[config.mk]
export PLATFORM = sky130hd
export DESIGN_NAME = xdat_sram_arb
export DESIGN_NICKNAME = d
export VERILOG_FILES = /design/src/rtl/xdat_sram_arb.sv
export SDC_FILE = /design/constraint.sdc
export NUM_CORES = 1
export LEC_CHECK = 0
export BUFFER_PORTS_ARGS = -buffer_cell sky130_fd_sc_hd__buf_4
export CAP_MARGIN = 20
export CORE_ASPECT_RATIO = 0.6
export CORE_MARGIN = 10
export CORE_UTILIZATION = 35
export CTS_BUF_LIST = sky130_fd_sc_hd__clkbuf_2
export DETAILED_ROUTE_END_ITERATION = 8
export PLACE_DENSITY = 0.66
export SLEW_MARGIN = 10
export SYNTH_ARGS = -nofsm -noshare
export SYNTH_HDL_FRONTEND = slang
export SYNTH_SLANG_ARGS = --single-unit
[constraint.sdc]
create_clock -name i_clk -period 2.67 [get_ports i_clk]
set_clock_uncertainty 0.15 [all_clocks]
set_input_delay 0.1335 -clock i_clk [delete_from_list [all_inputs] [get_ports i_clk]]
set_output_delay 0.1335 -clock i_clk [all_outputs]
set_load 0.05 [all_outputs]
[src/rtl/xdat_sram_arb.sv]
// Arbiter sharing the single xdata SRAM port between the 8051 CPU (fixed priority) and an AUX
// master with bounded wait. Define XDAT_ARB_PROT_EN to add the AUX write-protect window.
module xdat_sram_arb #(
  parameter int unsigned AW      = 11,
  parameter int unsigned DEPTH   = 1536,
  parameter int unsigned MAXWAIT = 4
) (
  input  logic          i_clk,
  input  logic          i_rstz,
  input  logic          i_sleep,
  input  logic          cpu_req,
  input  logic          cpu_we,
  input  logic [AW-1:0] cpu_addr,
  input  logic [7:0]    cpu_wdat,
  output logic          cpu_stall,
  output logic [7:0]    cpu_rdat,
  output logic          cpu_rvld,
  input  logic          aux_req,
  input  logic          aux_we,
  input  logic [AW-1:0] aux_addr,
  input  logic [7:0]    aux_wdat,
  output logic          aux_ack,
  output logic [7:0]    aux_rdat,
  output logic          aux_rvld,
`ifdef XDAT_ARB_PROT_EN
  input  logic [AW-1:0] prot_lo,
  input  logic [AW-1:0] prot_hi,
  output logic          err_prot,
`endif
  output logic          err_oor,
  input  logic          err_clr,
  output logic          sram_ceb,
  output logic          sram_web,
  output logic          sram_oeb,
  output logic [AW-1:0] sram_a,
  output logic [7:0]    sram_d,
  input  logic [7:0]    sram_rdat
);

  localparam logic [3:0] MaxWait = 4'(MAXWAIT);
  localparam logic [AW:0] DepthW = (AW+1)'(DEPTH);

  logic          grant_cpu, grant_aux, grant_any;
  logic          sel_we, sel_oor, prot_blk, issue;
  logic [AW-1:0] sel_addr;
  logic [7:0]    sel_wdat;

  logic [3:0]    wcnt_d, wcnt_q;
  logic          ceb_d, ceb_q, web_d, web_q, oeb_d, oeb_q;
  logic [AW-1:0] a_d, a_q;
  logic [7:0]    d_d, d_q;
  logic          rd_cpu_d, rd_cpu_q, rd_aux_d, rd_aux_q, rd_oor_d, rd_oor_q;
  logic          cpu_rvld_d, cpu_rvld_q, aux_rvld_d, aux_rvld_q;
  logic [7:0]    cpu_rdat_d, cpu_rdat_q, aux_rdat_d, aux_rdat_q;
  logic          err_oor_d, err_oor_q;
  logic          err_prot_d, err_prot_q;

  // Grants are held off during reset so nothing is accepted that the reset would then lose.
  always_comb begin
    grant_cpu = 1'b0;
    grant_aux = 1'b0;
    if (i_rstz && !i_sleep) begin
      if (aux_req && (wcnt_q == MaxWait)) begin
        grant_aux = 1'b1;
      end else if (cpu_req) begin
        grant_cpu = 1'b1;
      end else if (aux_req) begin
        grant_aux = 1'b1;
      end
    end
  end

  assign grant_any = grant_cpu | grant_aux;
  assign cpu_stall = cpu_req & ~grant_cpu;
  assign aux_ack   = grant_aux;

  always_comb begin
    sel_we   = grant_aux ? aux_we   : cpu_we;
    sel_addr = grant_aux ? aux_addr : cpu_addr;
    sel_wdat = grant_aux ? aux_wdat : cpu_wdat;
    sel_oor  = grant_any & ({1'b0, sel_addr} >= DepthW);
`ifdef XDAT_ARB_PROT_EN
    prot_blk = grant_aux & aux_we & ((aux_addr < prot_lo) | (aux_addr > prot_hi));
`else
    prot_blk = 1'b0;
`endif
    issue    = grant_any & ~sel_oor & ~prot_blk;
  end

  // Starvation counter: frozen while asleep, cleared once AUX is served or withdraws.
  always_comb begin
    wcnt_d = wcnt_q;
    if (!i_sleep) begin
      if (!aux_req || grant_aux) begin
        wcnt_d = 4'd0;
      end else if (wcnt_q != MaxWait) begin
        wcnt_d = wcnt_q + 4'd1;
      end
    end
  end

  // Issue stage: address/data hold their last values when nothing is issued.
  always_comb begin
    ceb_d = ~issue;
    web_d = ~(issue & sel_we);
    oeb_d = ~(issue & ~sel_we);
    a_d   = issue ? sel_addr : a_q;
    d_d   = (issue & sel_we) ? sel_wdat : d_q;
  end

  // Read tracking: out-of-range reads still return, with all-ones data.
  always_comb begin
    rd_cpu_d   = grant_cpu & ~cpu_we;
    rd_aux_d   = grant_aux & ~aux_we;
    rd_oor_d   = sel_oor;
    cpu_rvld_d = rd_cpu_q;
    aux_rvld_d = rd_aux_q;
    cpu_rdat_d = cpu_rdat_q;
    aux_rdat_d = aux_rdat_q;
    if (rd_cpu_q) begin
      cpu_rdat_d = rd_oor_q ? 8'hFF : sram_rdat;
    end
    if (rd_aux_q) begin
      aux_rdat_d = rd_oor_q ? 8'hFF : sram_rdat;
    end
  end

  // Set wins over clear.
  always_comb begin
    err_oor_d  = sel_oor | (err_oor_q & ~err_clr);
    err_prot_d = prot_blk | (err_prot_q & ~err_clr);
  end

  always_ff @(posedge i_clk) begin
    if (!i_rstz) begin
      wcnt_q     <= 4'd0;
      ceb_q      <= 1'b1;
      web_q      <= 1'b1;
      oeb_q      <= 1'b1;
      a_q        <= '0;
      d_q        <= 8'h00;
      rd_cpu_q   <= 1'b0;
      rd_aux_q   <= 1'b0;
      rd_oor_q   <= 1'b0;
      cpu_rvld_q <= 1'b0;
      aux_rvld_q <= 1'b0;
      cpu_rdat_q <= 8'h00;
      aux_rdat_q <= 8'h00;
      err_oor_q  <= 1'b0;
      err_prot_q <= 1'b0;
    end else begin
      wcnt_q     <= wcnt_d;
      ceb_q      <= ceb_d;
      web_q      <= web_d;
      oeb_q      <= oeb_d;
      a_q        <= a_d;
      d_q        <= d_d;
      rd_cpu_q   <= rd_cpu_d;
      rd_aux_q   <= rd_aux_d;
      rd_oor_q   <= rd_oor_d;
      cpu_rvld_q <= cpu_rvld_d;
      aux_rvld_q <= aux_rvld_d;
      cpu_rdat_q <= cpu_rdat_d;
      aux_rdat_q <= aux_rdat_d;
      err_oor_q  <= err_oor_d;
      err_prot_q <= err_prot_d;
    end
  end

  assign sram_ceb = ceb_q;
  assign sram_web = web_q;
  assign sram_oeb = oeb_q;
  assign sram_a   = a_q;
  assign sram_d   = d_q;
  assign cpu_rvld = cpu_rvld_q;
  assign aux_rvld = aux_rvld_q;
  assign cpu_rdat = cpu_rdat_q;
  assign aux_rdat = aux_rdat_q;
  assign err_oor  = err_oor_q;
`ifdef XDAT_ARB_PROT_EN
  assign err_prot = err_prot_q;
`endif

endmodule

==> flow_metrics.tcl <==
set metrics [dict create \
    outcome "finished clean" \
    netlist_instances 221 \
    hold_viol 0 \
    netlist.area_leader.share_pct 45.2 \
    numCtsBuffers 5 \
    grt_first_pass_wirelength_mm 11.2 \
    start_util_pct 37.1 \
    clk_path_buf_depth 2 \
    syn_area_mm2 0.00213 \
    synth_edf_count 0 \
    firstDrtPassIters 4 \
    arrival_ns 2.55 \
    swShare_pct 29.2 \
    crit_chain "inv_1 -> ha_1 -> nand3b_4 -> a211oi_4 -> buf_12 -> mux2i_1 -> dlygate4sd3_1 -> mux2i_1" \
    grt_max_degree 26 \
    synth_compound_area_share_pct 19.6 \
    pin_count 97 \
    hpwl_mm 5.17 \
    p_comb_share_pct 26.1 \
    fin_tns_setup_ns 0 \
    critPathMaxStageDelay_ns 0.57 \
    synth.area.top_cells "dfxtp_1 (45%), mux2i_1 (12%), a211oi_1 (7.1%)" \
    clock-root-buffer "clkbuf_2" \
    endpoint_kind "flop" \
    hp-start "aux_req" \
    antenna_found_initial 0 \
    ys_warn_count 0 \
    drive_gt1_share_pct 32.7 \
    min_path_type "in -> reg" \
    required_ns 2.80 \
    die_w_um 121 \
    p_int_mw 1.08 \
    row_count 21 \
    final_cell_area_mm2 0.00349 \
    port_buffers 96 \
    worst_skew_pair.late_latency_ns 0.39 \
    grt_use_total_pct 14.4 \
    die_y_um 80.4 \
    synth_top_family_by_area "compound AO/OA/AOI/OAI gates" \
    worst_pin_slew_ns 0.898 \
    ys_types 41 \
    synth-adder-area-share_pct 1.18 \
    p_sw_mw 0.445 \
    final_cell_mix "buf_4 (101), dlygate4sd3_1 (52), dfxtp_1 (48)" \
    grt_pass1_vias 2130 \
    synth_seq_cells 48 \
    critPathTopFamily "buffers and inverters" \
    period_share_pct 90.8 \
    slew_violations 0 \
    core_area_mm2 0.00573 \
    timing.critical_path.buf_inv 3 \
    final_nets 421 \
    gp_congestion 0.851 \
    area_growth_pct 64.1 \
    p_per_area_mw_per_mm2 437 \
    fin_crit_ns 2.43 \
    setup_violations 0 \
    ys_seq_area_share_pct 45.2 \
    first_iter_violations 107 \
    htree_levels 2 \
    max_freq_mhz 412 \
    critPathMostFrequentCell "mux2i_1" \
    synth_xor_area_share_pct 0 \
    dpl_cell_area_mm2 0.00289 \
    rsz0062_at_grt "no" \
    clock-sinks 48 \
    seqPwrFrac_pct 50.3 \
    synth_flop_cell "dfxtp_1" \
    vdd_drop_max_mv 0.177 \
    p_leak_nw 1.55 \
    path_clk_slew_ns 0.22 \
    power_frac_clock_pct 23.6 \
    synth_top_cell_by_area "dfxtp_1" \
    dp.cells 384 \
    synth.net_count 277 \
    final_antenna_net_count 0 \
    wl_per_cell_um 16.5 \
    cp-start-kind "flop" \
    syn_avg_cell_area_um2 9.62 \
    final_common_cell "buf_4" \
    fin_cells 444 \
    vias_per_cell 4.83 \
    crit_path_start "wcnt_q[0]" \
    antenna_cells 0 \
    cts_resized 0 \
    synth-simple-area-share_pct 15.9 \
    maxCapViolCount 0 \
    synthMuxAreaShare_pct 12.3 \
    die-area_mm2 0.00970 \
    relSlewSlack_pct 40.1 \
    async_reset_ff_share_pct 0 \
    path_class "reg -> reg" \
    crit_path_max_fanout 8 \
    wirelength_mm 7.31 \
    slowest_stage "dlygate4sd3_1" \
    overflow 0 \
    reg2reg_from "wcnt_q[0]" \
    drc 0 \
    vias 2143 \
    cts_tree "built" \
]
## path summary, 6_finish.rpt
check / to / slack, ns / depth (start not counted)
worst max-delay path: sram_d[6] / 0.24 / 8
worst min register to register: sram_d[3] / 0.33 / 2
worst min-delay path: rd_oor_q / 0.05 / 4
worst max register to register: sram_d[6] / 0.24 / 8
## per-layer routing
layer | share of wire (%) | vias up | routed length (um) | GRT usage, %
li1 | - | 1074 | - | -
met1 | 48 | 986 | 3530 | 18.6
met2 | 44 | 74 | 3250 | 22.6
met3 | 6.2 | 9 | 455 | 4.47
met4 | 1.1 | 0 | 80 | 4.08
met5 | 0 | - | 0 | 0
## repair_timing
action	4_1_cts	5_1_grt
hold buffers	52	0
setup endpoints to repair	0	5
buffers inserted	0	2
hold endpoints to repair	44	0
## kinds of logic (layout without fill, tap and decap cells)
group           count (synthesis)  count (layout)
flops                          48              48
mux                            26              26
buf+inv                        26             169
compound gates                 56              56
fa+ha+maj                       2               2
simple gates                   63              63
## layout make-up
| class | count | area, um2 |
|---|---|---|
| fill | 489 | 2240 |
| timing repair buffer | 154 | 1300 |
| multi-input combinational | 147 | 1040 |
| sequential | 48 | 961 |
| tap | 80 | 100 |
| inverter | 9 | 33.8 |
| clock inverter | 1 | 30.0 |
| clock buffer | 5 | 25.0 |
## cells in the mapped netlist, types with 2 or more instances
library cell	instances
a211oi_1	20
a21oi_1	15
and2_1	4
and3_2	2
buf_2	4
buf_6	2
clkbuf_1	8
dfxtp_1	48
ha_1	2
inv_1	9
mux2i_1	25
nand2_1	12
nor2_1	26
nor3_1	5
nor4_1	2
o21ai_0	4
o31ai_1	9
## metrics by stage
stage          worst slack [ns]  power (mW)  hold slack, ns  utilization [%]
2_1_floorplan             0.705       0.975          0.0622                -
3_3_place_gp              0.406        1.10           0.163             50.4
3_5_place_dp              0.334        1.11           0.177             50.4
4_1_cts                  0.0540        1.53          0.0181             60.4
5_1_grt                  0.0952        1.59          0.0403             60.9
6_report                  0.245        1.52          0.0506             60.9
## worst min-delay path: cells and delay by family
kind                   cells  cell delay, ns
AND/OR/NAND/NOR            2            0.17
buffers and inverters      1            0.14
AO/OA/AOI/OAI              1            0.13
## sequential cells by signal, indices dropped and copies added (netlist names), 4 cells and up
register  flops
cpu_rdat      8
sram_a       11
wcnt_q        4
sram_d        8
aux_rdat      8
## power by group through the flow
stage	sequential [mW]	clock, mW	combinational [mW]
floorplan	0.871	0	0.104
global placement	0.780	0	0.324
detailed placement	0.781	0	0.327
CTS	0.767	0.374	0.390
global route	0.771	0.401	0.421
finish	0.767	0.360	0.397
Power figures use the tool's default switching activity.
